[src/rtl/life_pkg.sv]
// Shared definitions for the 8x8 Game-of-Life sequencer and its next-generation
// logic: board geometry, board type, sequencer states and small helpers.
package life_pkg;

    localparam int GRID_N = 32'sd8;
    localparam int CELLS  = 32'sd64;

    typedef logic [CELLS-1:0] board_t;

    typedef enum logic [1:0] {
        IDLE  = 2'd0,
        RUN   = 2'd1,
        PAUSE = 2'd2,
        HALT  = 2'd3
    } seq_state_t;

    // Bit position of cell (r,c) inside a board_t.
    function automatic int cell_idx(input int r, input int c);
        return (GRID_N * r) + c;
    endfunction

    // Number of live neighbours among eight neighbour bits.
    function automatic logic [3:0] popcount8(input logic [7:0] v);
        logic [3:0] sum;
        sum = 4'd0;
        for (int i = 0; i < 8; i++) begin
            sum = sum + {3'd0, v[i]};
        end
        return sum;
    endfunction

endpackage

[src/rtl/life_next_gen.sv]
// Combinational B3/S23 next-generation function for an 8x8 board.
// Ports:
//   board_in  - current board, cell (r,c) at bit 8*r+c
//   board_out - board after one generation
// WRAP=1 treats the edges as toroidal; WRAP=0 treats off-board cells as dead.
module life_next_gen
    import life_pkg::*;
#(
    parameter int WRAP = 1
) (
    input  board_t board_in,
    output board_t board_out
);

    // One cell per generate iteration; neighbour positions are resolved at
    // elaboration so each cell is just an 8-input popcount plus the rule.
    for (genvar gr = 0; gr < GRID_N; gr++) begin : g_row
        for (genvar gc = 0; gc < GRID_N; gc++) begin : g_col
            localparam int SELF = cell_idx(gr, gc);
            logic [7:0] nbr_s;
            logic [3:0] cnt_s;

            // Neighbour k: 0..2 row above, 3/4 same row left/right, 5..7 row below.
            for (genvar gk = 0; gk < 8; gk++) begin : g_nbr
                localparam int DR = (gk < 32'sd3) ? -32'sd1 :
                                    ((gk < 32'sd5) ? 32'sd0 : 32'sd1);
                localparam int DC = (gk < 32'sd3) ? (gk - 32'sd1) :
                                    ((gk == 32'sd3) ? -32'sd1 :
                                    ((gk == 32'sd4) ? 32'sd1 : (gk - 32'sd6)));
                localparam int NR = gr + DR;
                localparam int NC = gc + DC;
                localparam bit INSIDE = (NR >= 32'sd0) && (NR < GRID_N) &&
                                        (NC >= 32'sd0) && (NC < GRID_N);
                localparam int IDX = cell_idx((NR + GRID_N) % GRID_N,
                                              (NC + GRID_N) % GRID_N);
                assign nbr_s[gk] = ((WRAP != 32'sd0) || INSIDE) ? board_in[IDX] : 1'b0;
            end

            assign cnt_s = popcount8(nbr_s);
            assign board_out[SELF] = (cnt_s == 4'd3) ||
                                     (board_in[SELF] && (cnt_s == 4'd2));
        end
    end

endmodule

[src/rtl/life_sequencer.sv]
// Game-of-Life sequencer: loads a seed on a start edge, advances generations
// every TICK_DIV cycles while running, supports pause and single-step, and
// halts on a still life or extinction.
// Ports:
//   clk, reset           - clock, asynchronous active-high reset
//   start, pause, step   - level controls (start/step act on rising edges)
//   seed                 - initial board loaded on a start edge
//   outp                 - current board (registered)
//   gen_count            - generations since last load, saturating
//   gen_valid            - one-cycle pulse after outp takes a new generation
//   running              - high while free-running
//   stable, extinct      - sticky halt causes
module life_sequencer
    import life_pkg::*;
#(
    parameter int TICK_DIV = 25_000_000,
    parameter int GEN_W    = 16,
    parameter int WRAP     = 1
) (
    input  logic             clk,
    input  logic             reset,
    input  logic             start,
    input  logic             pause,
    input  logic             step,
    input  logic [63:0]      seed,
    output logic [63:0]      outp,
    output logic [GEN_W-1:0] gen_count,
    output logic             gen_valid,
    output logic             running,
    output logic             stable,
    output logic             extinct
);

    localparam int TICK_W = $clog2(TICK_DIV);
    localparam logic [TICK_W-1:0] TICK_LAST = TICK_W'(TICK_DIV - 32'sd1);
    localparam logic [TICK_W-1:0] TICK_ONE  = TICK_W'(32'd1);
    localparam logic [TICK_W-1:0] TICK_ZERO = TICK_W'(32'd0);
    localparam logic [GEN_W-1:0]  GEN_ONE   = GEN_W'(32'd1);
    localparam logic [GEN_W-1:0]  GEN_ZERO  = GEN_W'(32'd0);
    localparam logic [GEN_W-1:0]  GEN_MAX   = {GEN_W{1'b1}};

    seq_state_t        state_r;
    board_t            board_r;
    logic [GEN_W-1:0]  gen_r;
    logic [TICK_W-1:0] tick_r;
    logic              start_q_r;
    logic              step_q_r;
    logic              gen_valid_r;
    logic              running_r;
    logic              stable_r;
    logic              extinct_r;

    board_t next_s;
    logic   start_edge_s;
    logic   step_edge_s;
    logic   apply_s;
    logic   next_same_s;
    logic   next_zero_s;

    life_next_gen #(.WRAP(WRAP)) u_next_gen (
        .board_in  (board_r),
        .board_out (next_s)
    );

    assign start_edge_s = start & ~start_q_r;
    assign step_edge_s  = step & ~step_q_r;
    assign next_same_s  = (next_s == board_r);
    assign next_zero_s  = (next_s == {CELLS{1'b0}});

    // A generation is due on the terminal tick in RUN (unless pause wins) or
    // on a step edge while staying paused; a start edge overrides both.
    assign apply_s = ~start_edge_s &
                     (((state_r == RUN) & ~pause & (tick_r == TICK_LAST)) |
                      ((state_r == PAUSE) & pause & step_edge_s));

    // Sequencer FSM, tick counter, board register, edge detectors and flags.
    always_ff @(posedge clk or posedge reset) begin
        if (reset) begin
            state_r     <= IDLE;
            board_r     <= {CELLS{1'b0}};
            gen_r       <= GEN_ZERO;
            tick_r      <= TICK_ZERO;
            start_q_r   <= 1'b0;
            step_q_r    <= 1'b0;
            gen_valid_r <= 1'b0;
            running_r   <= 1'b0;
            stable_r    <= 1'b0;
            extinct_r   <= 1'b0;
        end else begin
            start_q_r   <= start;
            step_q_r    <= step;
            gen_valid_r <= 1'b0;
            if (start_edge_s) begin
                board_r   <= seed;
                gen_r     <= GEN_ZERO;
                tick_r    <= TICK_ZERO;
                stable_r  <= 1'b0;
                extinct_r <= 1'b0;
                state_r   <= pause ? PAUSE : RUN;
                running_r <= ~pause;
            end else begin
                case (state_r)
                    IDLE: state_r <= IDLE;
                    RUN: begin
                        if (pause) begin
                            // tick is held so the cadence resumes where it left off
                            state_r   <= PAUSE;
                            running_r <= 1'b0;
                        end else if (tick_r == TICK_LAST) begin
                            tick_r <= TICK_ZERO;
                        end else begin
                            tick_r <= tick_r + TICK_ONE;
                        end
                    end
                    PAUSE: begin
                        if (!pause) begin
                            state_r   <= RUN;
                            running_r <= 1'b1;
                        end else begin
                            state_r <= PAUSE;
                        end
                    end
                    HALT: state_r <= HALT;
                    default: begin
                        state_r   <= IDLE;
                        running_r <= 1'b0;
                    end
                endcase
                if (apply_s) begin
                    if (next_same_s) begin
                        // still life (including an empty board): nothing new to show
                        stable_r  <= 1'b1;
                        state_r   <= HALT;
                        running_r <= 1'b0;
                    end else begin
                        board_r     <= next_s;
                        gen_valid_r <= 1'b1;
                        if (gen_r != GEN_MAX) begin
                            gen_r <= gen_r + GEN_ONE;
                        end
                        if (next_zero_s) begin
                            extinct_r <= 1'b1;
                            state_r   <= HALT;
                            running_r <= 1'b0;
                        end
                    end
                end
            end
        end
    end

    assign outp      = board_r;
    assign gen_count = gen_r;
    assign gen_valid = gen_valid_r;
    assign running   = running_r;
    assign stable    = stable_r;
    assign extinct   = extinct_r;

endmodule

[config.mk]
export PLATFORM = sky130hd
export DESIGN_NAME = life_sequencer
export DESIGN_NICKNAME = d
export VERILOG_FILES = /design/src/rtl/life_pkg.sv /design/src/rtl/life_next_gen.sv /design/src/rtl/life_sequencer.sv
export SDC_FILE = /design/constraint.sdc
export NUM_CORES = 1
export LEC_CHECK = 0
export BUFFER_PORTS_ARGS = -buffer_cell sky130_fd_sc_hd__buf_2
export CAP_MARGIN = 15
export CORE_UTILIZATION = 33
export CTS_CLUSTER_DIAMETER = 100
export DETAILED_ROUTE_END_ITERATION = 8
export SLEW_MARGIN = 15
export SYNTH_ARGS = -nofsm -noshare
export SYNTH_HDL_FRONTEND = slang
export SYNTH_SLANG_ARGS = --single-unit
[constraint.sdc]
create_clock -name clk -period 4.7 [get_ports clk]
set_input_delay 0.235 -clock clk [delete_from_list [all_inputs] [get_ports clk]]
set_output_delay 0.235 -clock clk [all_outputs]
set_load 0.02 [all_outputs]
# After elaboration in Yosys (flattened, before gate mapping)

Index checks and enable logic that the tools add are counted.

$add $sub $neg: 450
Multiply operators: 0
Div/mod/pow operators: 0
Order comparisons: 0
Equality and inequality tests: 136
Shift-type cells: 0
Muxes and demuxes: 35
Bitwise operators: 12
Reductions and logical operators: 140

Operators with widths:

| cell                  | number |
|---|---|
| $add 4x1->4           | 384 |
| $eq 4x2->1 const B    | 128 |
| $mux 64               | 3 |
| $add 1x1->2           | 64 |
| $mux 25               | 4 |
| $eq 64x64->1          | 1 |
| $logic_and 1x1->1     | 64 |
| $logic_not 64->1      | 1 |
| $logic_or 1x1->1      | 64 |
| $mux 16               | 4 |
| $add 25x1->25 const B | 1 |
| $eq 25x25->1 const B  | 1 |
| $add 16x1->16 const B | 1 |
| $mux 1                | 16 |
| $ne 16x16->1 const B  | 1 |
| $mux 2                | 6 |
| $reduce_bool 2->1     | 5 |
| $pmux 2 s4            | 1 |
| $and 1x1->1           | 7 |
| $reduce_and 2->1      | 3 |
| $reduce_and 3->1      | 2 |
| $eq 2x2->1 const B    | 2 |
| $not 1->1             | 4 |
| $eq 2x1->1 const B    | 1 |
| 5 further kinds       | 5 |

Flip-flop bits (word level): 113
Latch bits: 0
Bits in writable memories: 0
Bits in read-only memories: 0
Output and inout bits: 84
Memories kept: 0

# Longest topological paths before layout

Depth in word-level cells: 15
Mapped depth: 19

# Cells and area by module

A second synthesis with hierarchy kept.

Cells, all modules: 1,874
Area total of the unflattened synthesis: 17,156.5 µm²

By module, submodules not included:

| module         | instances | cells each | area an instance (µm²) | sequential area each (µm²) |
|---|---|---|---|---|
| life_next_gen  | 1         | 1,086      | 10,386.2               | 0.0 |
| life_sequencer | 1         | 788        | 6,770.2                | 2,827.7 |

# Least setup slack after synthesis

No wires, ideal clock.

Kind: register to register
Start point: register board_r[38], in the netlist outp[38]
End point: register board_r[29], in the netlist outp[29]
Arrival time: 5,081 ps
Required time: 4,575 ps
Path slack: -505 ps
Cell stages (with the launch flop): 19
Buffers on the path: 2
Period minus slack after synthesis: 5,205 ps
Path through: dfrtp_1 > clkbuf_1 > inv_1 > fa_1 > fa_1 > inv_1 > fa_1 > inv_1 > fa_1 > a222oi_1 > a21boi_1 > nand4_1 > and4b_1 > or4b_4 > nor4_4 > a31oi_1 > buf_4 > mux2i_1 > mux2_2

Cells in the longest elaborated chain, start to end: 13

Ends and longest elaborated chain:

| item                              | line                  | RTL |
|---|---|---|
| start, declared                   | life_sequencer.sv:43  | `board_t board_r;` |
| start signal, assigned            | life_sequencer.sv:80  | `board_r <= {CELLS{1'b0}};` |
| start signal, assigned            | life_sequencer.sv:136 | `board_r <= next_s;` |
| $add 1x1->2                       | life_pkg.sv:27        | `sum = sum + {3'd0, v[i]};` |
| $add 4x1->4 (6 in a row)          | life_pkg.sv:27        |  |
| $eq 4x2->1                        | life_next_gen.sv:41   | `(board_in[SELF] && (cnt_s == 4'd2));` |
| $logic_and 1x1->1                 | life_next_gen.sv:41   |  |
| $logic_or 1x1->1                  | life_next_gen.sv:40   | `assign board_out[SELF] = (cnt_s == 4'd3) \|\|` |
| $eq 64x64->1                      | life_sequencer.sv:67  | `assign next_same_s = (next_s == board_r);` |
| $ne 2x2->1 (no source line)       | -                     |  |
| $reduce_and 2->1 (no source line) | -                     |  |

Parallel ways exist; a longest one is shown, timed or not. The select of a mux whose other input is x is not followed.
A chain may end at the register's enable or synchronous reset.

# Worst setup path after layout

Start point: register board_r[39], in the netlist outp[39]
End point: register board_r[16], in the netlist outp[16]

Cells in the longest elaborated chain, start to end: 13

Ends and longest elaborated chain:

| item                                  | line |
|---|---|
| $add 1x1->2                           | life_pkg.sv:27 |
| $add 4x1->4 (6 in a row)              | life_pkg.sv:27 |
| $eq 4x2->1                            | life_next_gen.sv:41 |
| $logic_and 1x1->1                     | life_next_gen.sv:41 |
| $logic_or 1x1->1                      | life_next_gen.sv:40 |
| $eq 64x64->1 (*)                      | life_sequencer.sv:67 |
| $ne 2x2->1 (no source line) (*)       | - |
| $reduce_and 2->1 (no source line) (*) | - |

Mark *: on every way between the ends. The rest lies on a longest branch, timed or not.

==> metrics.txt <==
Area Growth Syn to Fin 41.3%; CTS Sinks 113; Post-Synthesis Cells 2,212; most frequent cells in the layout buf_4 (506), inv_1 (457), fa_1 (248); Initial Util 33.5%; Reg power frac 6.1%; top post-synthesis cells by area fa_1 (27%), dfrtp_1 (15%), ha_1 (13%), inv_1 (9.3%), nor2_1 (3.8%); Seq. cell area 2880 µm²; clock share of power 6.8%; vias in the first global route 20,300; initial antenna violation count 1; core area 57,700 µm²; EDFF count, synth 0; clock network latency to the later pin of the worst-skew pair 0.51 ns; antenna-violating nets left 0; final wirelength 87.0 mm; multi-input logic area 15,300 µm²; sw frac 50.2%; CTS tree done; final hold vios 0; Max-slew headroom 34.6%; hold path depth 3; Die Area 59,500 µm²; VDD IR max 0.417 mV; largest net degree at the start of global routing 88; Leak 0.0134 µW; synthesized area 19,300 µm²; CTS max path bufs 2; Synthesized Nets 2,735; final period demand of the worst path 5.51 ns; combinational power share 87.1%; worst hold endpoint outp[40]; all-layer global routing usage 29.6%; crit-path max FO 8; hpwl dp 71.8 mm; Int Power 10,300 µW; clock skew 0.0158 ns; most common cell after layout, fill and taps aside buf_4; Via Count 19,900; detailed-route DRC error count 0; setup ws final -0.806 ns; failing checks setup timing; first-pass GRT wire length 129 mm; R2R Path End outp[16]; Reg2Reg Setup Slack -0.81 ns; post-synthesis register bit count 113; HP Start seed[40]; Power Density 762 nW/µm²; Pwr Total 20,800 µW; post-place setup slack -1.20 ns; clk root buf clkbuf_16; I/O pin total 153; DRT iter0 DRCs 1,741; area leader, netlist fa_1; PortBufs 152; library cells used by synthesis 79; CTS H-tree depth 4; worst min-delay path category in -> reg; final RePlAce weighted congestion 1.01; Final nets 3,443; critical path endpoint category flop; Yosys top cell area share 26.5%; Slew Limit Fails 0; status complete, but fails checks; share of layout cells above drive strength 1 33.9%; Die Wd 244 µm; Worst Path Arrival 5.89 ns; CTS buffer count 17; Fmax achieved 182 MHz; RSZ-0062 raised after global routing true; Max-Cap Viols 0; Yosys warning count 0; Filler cells 5,561; Die H 244 µm; P_sw 10,400 µW; Via density 5.36; FFs w/ async S/R, synth 100%; worst r2r src outp[39]; Slew @ Worst Pin 0.981 ns; Seq/Total Area, Yosys 14.6%; Syn Area/Cell 8.73 µm²; worst reg2reg path depth 20; grt ovf 0; std cell rows 88; CP required 5.08 ns; Final setup viols 86; critical path class reg -> reg; Critical Path Start Type flop; Top FF cell, synth dfrtp_1; Routed WL per cell 23.5 µm; CTS clk-pin slew, worst paths 0.07 ns; Final Cycle Share 117%; DR pass1 iterations 6
worst max path at each step:
stage / from / end / slack (ns)
6_report: outp[39] / outp[16] / -0.81
5_1_grt: outp[39] / outp[16] / -0.93
4_1_cts: outp[35] / outp[14] / -0.71
3_5_place_dp: outp[18] / outp[57] / -1.20
3_3_place_gp: outp[18] / outp[57] / -1.21
2_1_floorplan: outp[35] / outp[30] / -0.22
timing repair:
| action | in CTS | in global routing |
|---|---|---|
| hold buffers | 20 | 0 |
| setup endpoints to repair | 86 | 86 |
| pin swaps | 67 | 25 |
| setup buffers | 34 | 15 |
| endpoints found under the hold margin | 96 | 0 |
| gates cloned | 3 | 0 |
| resized for setup | 166 | 65 |
synth_stat cells, drive strengths merged (5+ instances only):
cell / n
nand3: 39
a211o: 6
a21oi: 120
nor2: 198
dfrtp: 113
o2111ai: 9
or3: 7
ha: 198
a211oi: 97
a21o: 5
nand2b: 34
nor4b: 22
mux2i: 35
nand3b: 17
nor2b: 46
o21bai: 8
fa: 256
and2: 8
o211ai: 6
o31ai: 8
nand2: 88
nor4: 12
nand4b: 9
buf: 18
a2111oi: 10
inv: 476
o22ai: 8
and3: 20
nand4: 22
clkbuf: 31
or4: 8
a22oi: 23
nor3: 28
o21ai: 88
nor3b: 40
and4: 9
a31oi: 18
critical path: stages (launching register included):
cell,delay [ns]
dfrtp_2,0.49
ha_4,0.29
inv_1,0.04
fa_1,0.45
fa_1,0.49
inv_1,0.05
fa_1,0.37
inv_1,0.08
fa_1,0.46
a222oi_1,0.37
nand2_1,0.20
a31oi_2,0.22
nand3_2,0.16
or4_4,0.52
nor4_4,0.18
buf_4,0.18
a31oi_4,0.12
buf_12,0.17
buf_16,0.15
a211oi_1,0.33
a211oi_2,0.05
sequential cells by signal, indices dropped and copies added, names as in the netlist, 2 cells and up:
register and flops:
outp 64, gen_count 16, state_r 2, tick_r 25
cell families (layout without fill, tap and decap cells):
kind of cell	count (synthesis)	after routing	share of synthesized area [%]
xor gates and xnor gates	2	2	0.0907
buffers and inverters	525	1246	10.5
other	0	2	0
muxes	38	38	1.99
AOI/OAI and AO/OA	455	455	16.0
and+or+nand+nor	625	625	17.4
DFF	113	113	14.6
adders and majority gates	454	454	39.4
power groups by stage:
| stage | registers (µW) | clock network [µW] | logic [µW] |
|---|---|---|---|
| 5_1_grt | 1270 | 1470 | 19700 |
| 4_1_cts | 1260 | 1430 | 17500 |
| 3_3_place_gp | 1270 | 0 | 16400 |
| 3_5_place_dp | 1270 | 0 | 17000 |
| 2_1_floorplan | 1490 | 0 | 8830 |
| 6_report | 1270 | 1420 | 18100 |
through the flow:
step / TNS (ns) / cell area (µm²) / hold WS, ns / utilization (%) / std cells
6_report: -59.71 / 27300 / 0.00839 / 47.3 / 3700
5_1_grt: -70.51 / 27300 / 0.0104 / 47.3 / 3698
4_1_cts: -53.68 / 26900 / 0.00104 / 46.6 / 3687
3_5_place_dp: -74.58 / 25100 / 0.360 / 43.4 / 3599
2_1_floorplan: -12.79 / 19500 / 0.266 / - / 2212
3_3_place_gp: -72.88 / 25100 / 0.354 / 43.4 / 3599
layer usage:
| layer | up-vias | part of all wire, % | track usage, % |
|---|---|---|---|
| li1 | 8933 | - | - |
| met1 | 9918 | 42 | 38.5 |
| met2 | 812 | 46 | 47.7 |
| met3 | 187 | 7.6 | 5.30 |
| met4 | 0 | 5.3 | 13.8 |
| met5 | - | 0 | 0 |
cell type report:
class	instances	share of cell area (%)
flip-flops and latches	113	10.5
diodes	2	0.0183
well taps	765	3.51
inverters	476	6.69
repair buffers	738	21.0
multi-input cells	1574	56.1
clock inverters	15	0.596
clock buffers	17	1.56
(Power assumes the default switching activity.)
